### src/rtl/rr_arbiter8.sv
// Eight-way round-robin arbiter with grant hold and a bounded tenure per holder.
// Produces a registered one-hot grant, its binary index and a valid flag.
module rr_arbiter8 #(
   parameter int MAX_HOLD = 8,
   parameter int CNT_W    = 8
) (
   input  logic       iClk,
   input  logic       iRst,
   input  logic [7:0] iReq,
   output logic [7:0] oGrant,
   output logic [2:0] oIdx,
   output logic       oValid
);

   typedef enum logic {
      IDLE,
      GRANT
   } state_t;

   localparam logic [CNT_W-1:0] HOLD_LAST = CNT_W'(MAX_HOLD - 1);

   state_t           state_q, state_d;
   logic [7:0]       grant_q, grant_d;
   logic [2:0]       idx_q, idx_d;
   logic             valid_q, valid_d;
   logic [CNT_W-1:0] cnt_q, cnt_d;
   logic [2:0]       last_q, last_d;

   logic [3:0]       pick;
   logic             release_now;

   // Returns {found, index} of the first requester after 'last', wrapping; 'last' itself is lowest priority.
   function automatic logic [3:0] rr_pick(input logic [7:0] req, input logic [2:0] last);
      logic [3:0] res;
      logic [2:0] pos;
      res = 4'b0000;
      for (int k = 8; k >= 1; k--) begin
         pos = last + 3'(k);
         if (req[pos]) res = {1'b1, pos};
      end
      return res;
   endfunction

   // While granted, last_q equals the holder, so one scan serves both states.
   // A holder released by dropping its request is already absent from iReq.
   always_comb begin
      state_d     = state_q;
      grant_d     = grant_q;
      idx_d       = idx_q;
      valid_d     = valid_q;
      cnt_d       = cnt_q;
      last_d      = last_q;
      pick        = rr_pick(iReq, last_q);
      release_now = (state_q == GRANT) && (!iReq[idx_q] || (cnt_q == HOLD_LAST));

      if (state_q == IDLE || release_now) begin
         if (pick[3]) begin
            state_d = GRANT;
            grant_d = 8'b1 << pick[2:0];
            idx_d   = pick[2:0];
            valid_d = 1'b1;
            cnt_d   = '0;
            last_d  = pick[2:0];
         end else begin
            state_d = IDLE;
            grant_d = 8'h00;
            idx_d   = 3'd0;
            valid_d = 1'b0;
            cnt_d   = '0;
         end
      end else begin
         cnt_d = cnt_q + CNT_W'(1);
      end
   end

   always_ff @(posedge iClk) begin
      if (iRst) begin
         state_q <= IDLE;
         grant_q <= 8'h00;
         idx_q   <= 3'd0;
         valid_q <= 1'b0;
         cnt_q   <= '0;
         last_q  <= 3'd7;
      end else begin
         state_q <= state_d;
         grant_q <= grant_d;
         idx_q   <= idx_d;
         valid_q <= valid_d;
         cnt_q   <= cnt_d;
         last_q  <= last_d;
      end
   end

   assign oGrant = grant_q;
   assign oIdx   = idx_q;
   assign oValid = valid_q;

endmodule
### config.mk
export PLATFORM = sky130hd
export DESIGN_NAME = rr_arbiter8
export DESIGN_NICKNAME = d
export VERILOG_FILES = /design/src/rtl/rr_arbiter8.sv
export SDC_FILE = /design/constraint.sdc
export NUM_CORES = 1
export LEC_CHECK = 0
export ABC_AREA = 1
export BUFFER_PORTS_ARGS = -buffer_cell sky130_fd_sc_hd__buf_4
export CORE_UTILIZATION = 52
export DETAILED_ROUTE_END_ITERATION = 10
export MAX_ROUTING_LAYER = met4
export PLACE_DENSITY_LB_ADDON = 0.25
export SKIP_LAST_GASP = 1
export SYNTH_ARGS = -nofsm -noshare
export SYNTH_HDL_FRONTEND = slang
export SYNTH_SLANG_ARGS = --single-unit
### constraint.sdc
create_clock -name iClk -period 2.2 [get_ports iClk]
set_input_delay 0.44 -clock iClk [delete_from_list [all_inputs] [get_ports iClk]]
set_output_delay 0.44 -clock iClk [all_outputs]
set_load 0.05 [all_outputs]
* Yosys cells after proc, flatten, opt, wreduce, memory -nomap -nowiden
Cells that the tools add are included.
Word-level totals: register bits after elaboration 23, input port bits 10, word-level logic and storage cells 60, output and inout port bits 12
Operators by class: reductions and logical operators 6, shift-type cells 1, bitwise gates (word level) 1, add/sub/neg operators 8, order comparisons 9, multiplexer cells 29, eq/ne operators 1
Operators by type and width (number):
- $lt 3x4->1 const B | 9
- $mux 4 | 8
- $bmux 1 s3 | 9
- $add 3x3->3 const B | 4
- $mux 1 | 10
- $add 8x1->8 const B | 1
- $eq 8x3->1 const B | 1
- $mux 8 | 1
- $shl 1x3->8 const A | 1
- $add 3x2->3 const B | 2
- $add 3x1->3 const B | 1
- $mux 3 | 1
- $logic_or 1x1->1 | 2
- $reduce_and 2->1 | 1
- $reduce_or 2->1 | 1
- $logic_and 1x1->1 | 1
- $logic_not 1->1 | 1
- $not 1->1 | 1

* Longest topological paths before layout
depth after elaboration 12, mapped depth 19, mapped depth without buffers 18

* Least setup slack after synthesis
OpenSTA, ideal clock, no wires.
path type flip-flop to flip-flop, start register last_q[1], end register grant_q[4], in the netlist oGrant[4], data required time 2.087 ns, buffers on the path 1, data arrival time 1.953 ns, stages on the path, launching flop included 16, path slack 0.134 ns, library setup time 0.113 ns, period minus slack after synthesis 2.066 ns, cell sequence dfxtp_1 buf_6 inv_6 ha_1 inv_2 nand3_2 nand3_1 nand2_2 nor2_2 nand2_2 nor2_4 nor3_2 nand2_1 inv_2 nand3_1 nand2_1
On the way: longest elaborated chain between the ends 12, elaborated cells between the ends (all ways) 33, those cells by class 7 x add/sub; 1 x shift; 25 x mux
Ends and longest elaborated chain:
- from (decl) | RTL line 27 | logic [2:0] last_q, last_d;
- from (signal assigned) | RTL line 90 | last_q <= last_d;
- $add 3x3->3 / $bmux 1 s3 (equally long branches) | RTL line 38, 39
- $bmux 1 s3 / $mux 1 (equally long branches) | RTL line 39 | if (req[pos]) res = {1'b1, pos};
- $mux 1 (not written as such) / $mux 4 (equally long branches) | RTL line 39
- $mux 4 (6 in a row) | RTL line 39
- $mux 4 (*) | RTL line 39
- $shl 1x3->8 | RTL line 59 | grant_d = 8'b1 << pick[2:0];
- $mux 8 (*) | RTL line 57 | if (pick[3]) begin
- to (signal assigned) | RTL line 86 | grant_q <= grant_d;
- to (decl) | RTL line 23 | logic [7:0] grant_q, grant_d;
Every way passes the cells marked *; elsewhere a longest branch is shown, timed or not. The select of a mux whose other input is x is not followed. A chain may end at the register's enable or synchronous reset.

* Worst setup path after layout
start register last_q[0], end register grant_q[7], in the netlist oGrant[7]
The elaborated chain is that of the path after synthesis.

==> flow_summary.json <==
{
  "final.setup.tns_ps": 0,
  "clock_latency_ps": 310,
  "synth_top_area_share_pct": 26.21,
  "die_h_um": 60.12,
  "ctsHtreeMaxLevel": 1,
  "hold_class": "primary input to flip-flop",
  "core_um2": 3128,
  "route.met2.wl_um": 1892,
  "routed.top_layer": "met3",
  "syn_nets": 274,
  "ys.warnings.count": 0,
  "max_slew_margin_pct": 79.70,
  "synth_most_common_cell": "nand2_1",
  "cts_tree": "yes",
  "place_congestion": 0.9295,
  "finalCriticalPeriod_ps": 2022,
  "rows": 20,
  "synthSimpleGateAreaFrac_pct": 50.78,
  "grt-ovfl-total": 0,
  "cp.arrival_ps": 2230,
  "ant_nets": 0,
  "dieArea_um2": 3614,
  "cts_made_buffers": 3,
  "cts-root-buf": "clkbuf_4",
  "fin_cells": 333,
  "drt-vias-per-instance": 5.375,
  "syn_inst": 261,
  "critPathKind": "flip-flop to flip-flop",
  "wl_per_cell_um": 12.32,
  "cp-end-kind": "flip-flop",
  "final_hold_viol_count": 0,
  "grt_max_degree": 14,
  "grt_pass1_wl_um": 6686,
  "synth_ff_type": "dfxtp_1",
  "synth_compound_area_share_pct": 9.259,
  "muxShareOfSynthArea_pct": 0,
  "ys_async_sr_fraction_pct": 0,
  "dr.pass1.iters": 5,
  "numPortBuffers": 21,
  "min_path_cells": 2,
  "vias": 1790,
  "area_growth_pct": 19.59,
  "place_inst": 328,
  "drc": 0,
  "yosys_register_bits": 23,
  "m1WireLength_um": 1979,
  "fin_nets": 303,
  "drtIter0Drc": 110,
  "max_freq_mhz": 494.5,
  "synthXorXnorAreaFrac_pct": 2.493,
  "drive_above_1_share_pct": 33.91,
  "fp.dieW_um": 60.12,
  "cts.sinks": 23,
  "crit_fanout": 6,
  "skew_ps": 6.282,
  "cts_buffer_depth": 2,
  "crit_path_start_kind": "flip-flop",
  "setup_viol": 0,
  "yosysTopAreaCell": "dfxtp_1",
  "synth_top_family_by_area": "simple AND/OR/NAND/NOR gates",
  "dr_wl_met3_um": 229,
  "slew_viol_final": 0,
  "netlist_area_um2": 1757,
  "grt_pass1_vias": 1567,
  "clkTransAtPathRegs_ps": 130,
  "synth_fa_ha_area_share_pct": 2.137,
  "grt_usage_pct": 24.77,
  "finalWirelength_um": 4101,
  "netlist_top_cells_area": "dfxtp_1 26%, nand2_1 15%, nand3_1 9.7%, nand2_2 6.4%, nand3_2 6.3%",
  "finalCritPeriodShare_pct": 91.91,
  "io_pins": 22,
  "ys_seq_area_share_pct": 26.21,
  "n_antenna_cell": 0,
  "rsz0062_at_grt": "no",
  "antenna_found_initial": 0,
  "status": "completed",
  "synth_edf_count": 0,
  "maxCapViolations": 0,
  "initial_core_util_pct": 56.16,
  "worst_slew_pin_slew_ps": 304.5,
  "cts_hold_buffers": 0,
  "ff2ff_path_depth": 14,
  "syn_avg_cell_area_um2": 6.731,
  "synth_common_cells": "68 x nand2_1, 34 x nand3_1, 23 x dfxtp_1, 21 x nor2_1, 20 x inv_1",
  "synthDistinctLibCells": 33,
  "crit_required_ps": 2410,
  "hpwl_um": 3259
}
-- sequential cells by signal, summed over array words and instances (netlist names) --
| signal | flops |
|---|---|
| last_q | 3 |
| oGrant | 8 |
| oIdx | 3 |
| cnt_q | 8 |
| oValid | 1 |
-- cell usage in the layout, fill, tap and decap left out, drive strengths merged --
master,n
inv,30
o21ai,8
nor3,5
a31oi,1
xnor2,2
a21boi,1
clkbuf,3
nand2,88
a21oi,12
nor2,28
dfxtp,23
clkinv,1
nand4,2
and2,1
ha,3
xor2,3
o211ai,1
nand3,47
o221ai,1
buf,28
o22ai,1
-- kinds of logic (layout without fill, tap and decap cells) --
| group | Yosys count | in the layout |
|---|---|---|
| buffers and inverters | 34 | 62 |
| xor gates and xnor gates | 5 | 5 |
| and+or+nand+nor | 171 | 171 |
| adders and majority gates | 3 | 3 |
| DFF | 23 | 23 |
| AOI/OAI and AO/OA | 25 | 25 |
-- final timing paths --
| path | start | endpoint | slack [ps] |
|---|---|---|---|
| worst max-delay path | last_q[0]$_SDFFE_PP1P_ | oGrant[7]$_SDFFE_PP0P_ | 180 |
| worst min-delay path | iRst | oIdx[2]$_SDFFE_PP0P_ | 390 |
| worst max register to register | last_q[0]$_SDFFE_PP1P_ | oGrant[7]$_SDFFE_PP0P_ | 180 |
| worst min register to register | cnt_q[0]$_SDFF_PP0_ | cnt_q[0]$_SDFF_PP0_ | 450 |
-- worst max-delay path, stage by stage (launching register included) --
cell	delay [ps]
dfxtp_2	360
inv_2	50
ha_4	260
inv_4	90
nand3_1	100
nand3_1	130
nand2_2	110
nor2_1	130
nand3_2	90
nor2_4	180
nor3_2	50
nand2_1	130
inv_2	70
nand3_1	90
nand2_1	50
-- routing by layer --
metal	GRT usage (%)	up-vias
li1	-	905
met2	39.56	67
met1	34.03	818
met3	3.896	0
met5	-	-
met4	1.993	0
-- what timing repair did --
item,4_1_cts,5_1_grt
pin swaps,0,3
endpoints found under the setup margin,4,13
setup buffers,0,1
gates resized for setup,1,18
-- per-stage QoR --
step	hold slack (ps)	setup slack, ps	utilization [%]	cell area (um2)
after detailed placement	440.4	31.46	63.20	1977
final	386.5	177.9	67.16	2101
after floorplan	417.6	133.7	-	1757
after CTS	352.2	31.83	64.12	2006
after global placement	431.3	64.69	63.20	1977
after global routing	389.3	32.88	67.16	2101
-- cell type report --
type | instances | area, um2
inverter | 30 | 125.1
tap | 44 | 55.05
fill | 286 | 1027
clock buffer | 3 | 22.52
timing repair buffer | 28 | 217.7
clock inverter | 1 | 5.005
sequential | 23 | 466.7
multi-input combinational | 204 | 1209
Power is left out: the tool's default activity adds up to more than one toggle a clock period on the data nets, which glitch-free logic cannot reach.
